$ cat config.mk
export PLATFORM = sky130hd
export DESIGN_NAME = ipsxe_floating_point_fx2fl_pack8_v1_0
export DESIGN_NICKNAME = d
export VERILOG_FILES = /design/src/rtl/ipsxe_floating_point_fx2fl_pack8_v1_0_pkg.sv /design/src/rtl/ipsxe_floating_point_one_loc_sub8_v1_0.sv /design/src/rtl/ipsxe_floating_point_fx2fl_pack8_v1_0.sv
export SDC_FILE = /design/constraint.sdc
export NUM_CORES = 1
export LEC_CHECK = 0
export ABC_AREA = 1
export ABC_CLOCK_PERIOD_IN_PS = 2000
export CORE_MARGIN = 2
export CORE_UTILIZATION = 55
export DETAILED_ROUTE_END_ITERATION = 16
export GPL_TIMING_DRIVEN = 1
export PLACE_DENSITY = 0.83
export SLEW_MARGIN = 0
export SYNTH_ARGS = -nofsm -noshare
export SYNTH_HDL_FRONTEND = slang
export SYNTH_SLANG_ARGS = --single-unit
$ cat constraint.sdc
create_clock -name i_clk -period 2 [get_ports i_clk]
set_input_delay 0.6 -clock i_clk [delete_from_list [all_inputs] [get_ports i_clk]]
set_output_delay 0.6 -clock i_clk [all_outputs]
set_load 0.01 [all_outputs]
$ cat src/rtl/ipsxe_floating_point_fx2fl_pack8_v1_0_pkg.sv
// rtl/ipsxe_floating_point_fx2fl_pack8_v1_0_pkg.sv - shared constants and float field type for the 8-bit fixed-to-float converter
//
// Purpose : single-precision field widths, exponent bias, pipeline latency
//           and the packed sign/exponent/fraction view of a float word.
// Ports   : none (package)
package ipsxe_floating_point_fx2fl_pack8_v1_0_pkg;

  localparam int EXP_BIAS = 127;
  localparam int EXP_W    = 8;
  localparam int FRAC_W   = 23;
  localparam int LAT      = 4;

  localparam int MAG_W    = 8;
  localparam int LOC_W    = 3;

  typedef struct packed {
    logic              sign;
    logic [EXP_W-1:0]  exponent;
    logic [FRAC_W-1:0] fraction;
  } float32_t;

endpackage

$ cat src/rtl/ipsxe_floating_point_one_loc_sub8_v1_0.sv
// rtl/ipsxe_floating_point_one_loc_sub8_v1_0.sv - two-cycle leading-one locator for an 8-bit magnitude
//
// Purpose : returns the bit index of the most significant 1 and a zero flag,
//           both registered, two enabled cycles after i_data is presented.
// Ports   : i_clk, i_rst_n (async, active-low), i_aclken (stage enable),
//           i_data[7:0] magnitude in, one_location[2:0] index out,
//           zero_judge high when the magnitude was zero.
module ipsxe_floating_point_one_loc_sub8_v1_0
  import ipsxe_floating_point_fx2fl_pack8_v1_0_pkg::*;
(
  input  logic             i_clk,
  input  logic             i_rst_n,
  input  logic             i_aclken,
  input  logic [MAG_W-1:0] i_data,
  output logic [LOC_W-1:0] one_location,
  output logic             zero_judge
);

  // First cycle picks the nibble holding the leading one; second cycle
  // resolves the position inside that nibble.
  logic       r_hi_nz;
  logic [3:0] r_nib;
  logic [1:0] w_nib_loc;
  logic       w_hi_nz;

  assign w_hi_nz = |i_data[7:4];

  always_ff @(posedge i_clk or negedge i_rst_n) begin
    if (!i_rst_n) begin
      r_hi_nz <= 1'b0;
      r_nib   <= 4'd0;
    end else if (i_aclken) begin
      r_hi_nz <= w_hi_nz;
      r_nib   <= w_hi_nz ? i_data[7:4] : i_data[3:0];
    end
  end

  always_comb begin
    w_nib_loc = 2'd0;
    if (r_nib[3])      w_nib_loc = 2'd3;
    else if (r_nib[2]) w_nib_loc = 2'd2;
    else if (r_nib[1]) w_nib_loc = 2'd1;
  end

  always_ff @(posedge i_clk or negedge i_rst_n) begin
    if (!i_rst_n) begin
      one_location <= '0;
      zero_judge   <= 1'b0;
    end else if (i_aclken) begin
      one_location <= {r_hi_nz, w_nib_loc};
      zero_judge   <= ~r_hi_nz & ~(|r_nib);
    end
  end

endmodule

$ cat src/rtl/ipsxe_floating_point_fx2fl_pack8_v1_0.sv
// rtl/ipsxe_floating_point_fx2fl_pack8_v1_0.sv - 4-stage exact 8-bit fixed-point to single-precision converter
//
// Purpose : S1 sign/magnitude, S2-S3 leading-one search (sub-module) with
//           delay-matched sign/magnitude, S4 float packing. One operand per
//           enabled cycle, no rounding needed since 8 bits fit the significand.
// Ports   : i_clk, i_rst_n (async, active-low), i_aclken (whole-pipeline enable),
//           i_valid / i_data[7:0] operand in,
//           o_valid / o_result[31:0] IEEE-754 single out, 4 enabled cycles later.
module ipsxe_floating_point_fx2fl_pack8_v1_0
  import ipsxe_floating_point_fx2fl_pack8_v1_0_pkg::*;
#(
  parameter bit SIGNED_IN = 1'b1
)(
  input  logic             i_clk,
  input  logic             i_rst_n,
  input  logic             i_aclken,
  input  logic             i_valid,
  input  logic [MAG_W-1:0] i_data,
  output logic             o_valid,
  output logic [31:0]      o_result
);

  // S1: sign and absolute value. Negation is done in 8 bits so -128
  // yields 0x80 read as unsigned rather than overflowing.
  logic             w_sign;
  logic [MAG_W-1:0] w_mag;
  logic             r_sign;
  logic [MAG_W-1:0] r_mag;

  assign w_sign = SIGNED_IN & i_data[MAG_W-1];
  assign w_mag  = w_sign ? MAG_W'(~i_data + 8'd1) : i_data;

  always_ff @(posedge i_clk or negedge i_rst_n) begin
    if (!i_rst_n) begin
      r_sign <= 1'b0;
      r_mag  <= '0;
    end else if (i_aclken) begin
      r_sign <= w_sign;
      r_mag  <= w_mag;
    end
  end

  // S2-S3: leading-one location, plus matching two-register delay of
  // sign and magnitude so all four meet at the S4 input.
  logic [LOC_W-1:0] w_loc;
  logic             w_zero;
  logic             r_sign_d1, r_sign_d2;
  logic [MAG_W-1:0] r_mag_d1,  r_mag_d2;

  ipsxe_floating_point_one_loc_sub8_v1_0 u_one_loc (
    .i_clk        (i_clk),
    .i_rst_n      (i_rst_n),
    .i_aclken     (i_aclken),
    .i_data       (r_mag),
    .one_location (w_loc),
    .zero_judge   (w_zero)
  );

  always_ff @(posedge i_clk or negedge i_rst_n) begin
    if (!i_rst_n) begin
      r_sign_d1 <= 1'b0;
      r_sign_d2 <= 1'b0;
      r_mag_d1  <= '0;
      r_mag_d2  <= '0;
    end else if (i_aclken) begin
      r_sign_d1 <= r_sign;
      r_sign_d2 <= r_sign_d1;
      r_mag_d1  <= r_mag;
      r_mag_d2  <= r_mag_d1;
    end
  end

  // S4: normalise so the leading one lands on bit 7 (the hidden bit);
  // bits 6:0 become the top of the fraction.
  logic [MAG_W-1:0] w_norm;
  float32_t         w_pack;
  logic [31:0]      r_result;

  assign w_norm = r_mag_d2 << (3'd7 - w_loc);

  always_comb begin
    w_pack = '0;
    if (!w_zero) begin
      w_pack.sign     = r_sign_d2;
      w_pack.exponent = EXP_W'(EXP_BIAS) + {5'd0, w_loc};
      w_pack.fraction = {w_norm[6:0], 16'd0};
    end
  end

  always_ff @(posedge i_clk or negedge i_rst_n) begin
    if (!i_rst_n) begin
      r_result <= '0;
    end else if (i_aclken) begin
      r_result <= w_pack;
    end
  end

  // Valid pipeline runs alongside the data path; o_result updates every
  // enabled cycle and only o_valid marks meaningful words.
  logic [LAT-1:0] r_valid;

  always_ff @(posedge i_clk or negedge i_rst_n) begin
    if (!i_rst_n) begin
      r_valid <= '0;
    end else if (i_aclken) begin
      r_valid <= {r_valid[LAT-2:0], i_valid};
    end
  end

  assign o_valid  = r_valid[LAT-1];
  assign o_result = r_result;

endmodule

==> flow_metrics.tcl <==
set metrics [dict create \
    synth_edf_count 0 \
    core_area_mm2 0.004324 \
    drtPass1Iterations 4 \
    met3_usage_pct 4.274 \
    dp_hpwl_um 3006 \
    yosysTopAreaCell "dfrtp_1" \
    ios 45 \
    holdBufCountCts 0 \
    min_path_type "in2async" \
    post_dp_cell_area_mm2 0.002708 \
    synth-simple-area-share_pct 24.04 \
    die_h_um 70.62 \
    postRouteAntennaNets 0 \
    fmax_mhz 549.3 \
    cts_resized 0 \
    synth_top_family_by_area "simple AND/OR/NAND/NOR gates" \
    r2r-start "u_one_loc.one_location[0]" \
    first_iter_violations 188 \
    multi_input_area_um2 924.6 \
    required_ns 1.40 \
    ys.flop_type "dfrtp_1" \
    finalClockSkew_ns 0.005163 \
    finalHoldViolCount 0 \
    cts_made_buffers 5 \
    antenna_found_initial 0 \
    insertion_delay_ns 0.30 \
    overflow 0 \
    ys_types 27 \
    fillers 402 \
    io_buffers 28 \
    areaGrowthSynthToFinish_pct 14.71 \
    final_cells 366 \
    fin_area_mm2 0.002800 \
    layout.nets 328 \
    crit_chain "clkdlybuf4s50_1" \
    layout-drive-gt1-share_pct 6.688 \
    r2r_setup_slack_ns 0.44 \
    path_class "reg2out" \
    syn_inst 287 \
    status "complete, no violations" \
    dr_total_vias 1867 \
    synth.most_common_cell "nand2_1" \
    gr-max-usage-layer "met2" \
    reg2reg_depth 4 \
    clkSinkCount 52 \
    synth_compound_area_share_pct 9.482 \
    clk_pin_slew_ns 0.09 \
    async_reset_ff_share_pct 100.0 \
    worst-path-max-fanout 3 \
    slowest_stage "clkdlybuf4s50_1" \
    yosys_warnings 0 \
    end_kind "output pin" \
    p_leak_uw 0.001402 \
    yosysTopAreaCellShare_pct 53.31 \
    vias_per_cell 5.101 \
    syn_area_per_cell_um2 8.506 \
    clock_path_buffers 2 \
    fin_util_pct 64.76 \
    grt_pass1_vias 1737 \
    grt_usage_pct 18.81 \
    drv_slew 0 \
    peakVddDrop_mv 0.6406 \
    finalCritPeriodShare_pct 91.03 \
    gp_congestion 0.8649 \
    die_w_um 70.62 \
    seq_area_mm2 0.001301 \
    drv_cap 0 \
    synth.top_cells.by_count "nand2_1, dfrtp_1, nand3_1" \
    setup_tns_ns 0 \
    arrival_ns 1.22 \
    p_per_area_mw_per_mm2 871.2 \
    initial_utilization_pct 56.45 \
    synth-seq-cells 52 \
    grt_pass1_wl_um 7548 \
    num_antenna_cells 0 \
    cp_top_family "buffers and inverters" \
    dp_cells 358 \
    rsz0062_at_grt "false" \
    setup_violations 0 \
    synthXorXnorAreaFrac_pct 0.3588 \
    period_minus_slack_ns 1.821 \
    detail_route.wl_per_cell_um 11.22 \
    ys_seq_area_share_pct 53.31 \
    met2_usage_pct 32.39 \
    syn-cell-area_mm2 0.002441 \
    cts_setup_buffers 0 \
    synthAdderAreaFrac_pct 1.538 \
    muxShareOfSynthArea_pct 0 \
    r2r_end "o_result[25]" \
    die_area_mm2 0.004987 \
    cts_tree "yes" \
    max_stage_delay_ns 0.55 \
    drc 0 \
    htreeDepth 2 \
    synth.top_cells.by_area "dfrtp_1, nand2_1, buf_4, nand3_1, o21ai_0" \
    cts-root-buf "clkbuf_8" \
    rows 24 \
    critPathLaunchType "flip-flop" \
    drt-total-wl_um 4108 \
    total_power_uw 2440 \
    met1_usage_pct 23.66 \
    worstPathBufferInverterCount 1 \
    grt_max_degree 53 \
]
[stage by stage]
stage          setup slack (ns)  hold slack (ns)
2_1_floorplan            0.7034           0.3044
3_3_place_gp             0.1638           0.4536
3_5_place_dp             0.1344           0.4587
4_1_cts                  0.1551           0.2782
5_1_grt                  0.1227           0.2868
6_report                 0.1794           0.2637
[report_power, final]
part / total, uW / internal, uW / switching (uW)
combinational: 534 / 251 / 283
clock: 601 / 277 / 324
sequential: 1300 / 1200 / 105
total: 2440 / 1730 / 713
[worst max path at each step]
stage,startpoint,end,depth (start not counted)
global placement,i_data[7],r_mag[6],6
global route,o_result[29],o_result[29],1
CTS,o_result[29],o_result[29],1
floorplan,i_data[0],r_mag[6],8
detailed placement,i_aclken,o_result[22],7
finish,o_result[29],o_result[29],1
[placed cells by master (no fill, tap or decap)]
master / synthesis / layout
inv_2: 3 / 3
a22o_1: 2 / 2
dfrtp_1: 52 / 52
nor3_1: 2 / 2
buf_12: 0 / 2
nor2_4: 2 / 2
clkdlybuf4s50_1: 0 / 27
o22ai_1: 1 / 1
buf_4: 19 / 4
o211ai_1: 5 / 5
nand3_1: 22 / 22
nand3_2: 1 / 1
o31ai_1: 1 / 1
o21ai_1: 2 / 2
buf_2: 7 / 1
conb_1: 1 / 16
a211oi_1: 1 / 1
inv_1: 16 / 16
clkinv_2: 0 / 2
a21o_1: 1 / 1
nand4_1: 1 / 1
ha_1: 3 / 3
o221ai_1: 2 / 2
a21oi_1: 4 / 4
xor2_1: 1 / 1
nand2_1: 107 / 107
clkbuf_8: 0 / 6
o21ai_0: 20 / 20
nor2_1: 7 / 7
[logic make-up after synthesis]
family,after synthesis
simple gates,142
flops,52
buf+inv,49
compound gates,39
fa+ha+maj,3
xor+xnor,1
other cells,1
[state kept, by name (all words and copies together), names as in the netlist, 3 cells and up]
signal                  flops
r_mag                       8
r_mag_d2                    7
o_result                   14
r_valid                     4
u_one_loc.r_nib             4
r_mag_d1                    7
u_one_loc.one_location      3
[final cells by class]
type | count | area share, %
Clock inverter | 2 | 0.3575
Tap cell | 52 | 2.323
Timing Repair Buffer | 34 | 12.33
Clock buffer | 6 | 2.949
Sequential cell | 52 | 46.47
Inverter | 19 | 2.547
Multi-Input combinational cell | 201 | 33.02
[routing by layer]
metal / vias up / part of all wire [%] / routed length, um
met5: - / 0 / 0
met4: 0 / 1.0 / 42
met3: 7 / 4.3 / 176
met2: 40 / 50 / 2062
met1: 876 / 44 / 1827
li1: 944 / - / -
Power figures use the tool's default switching activity.
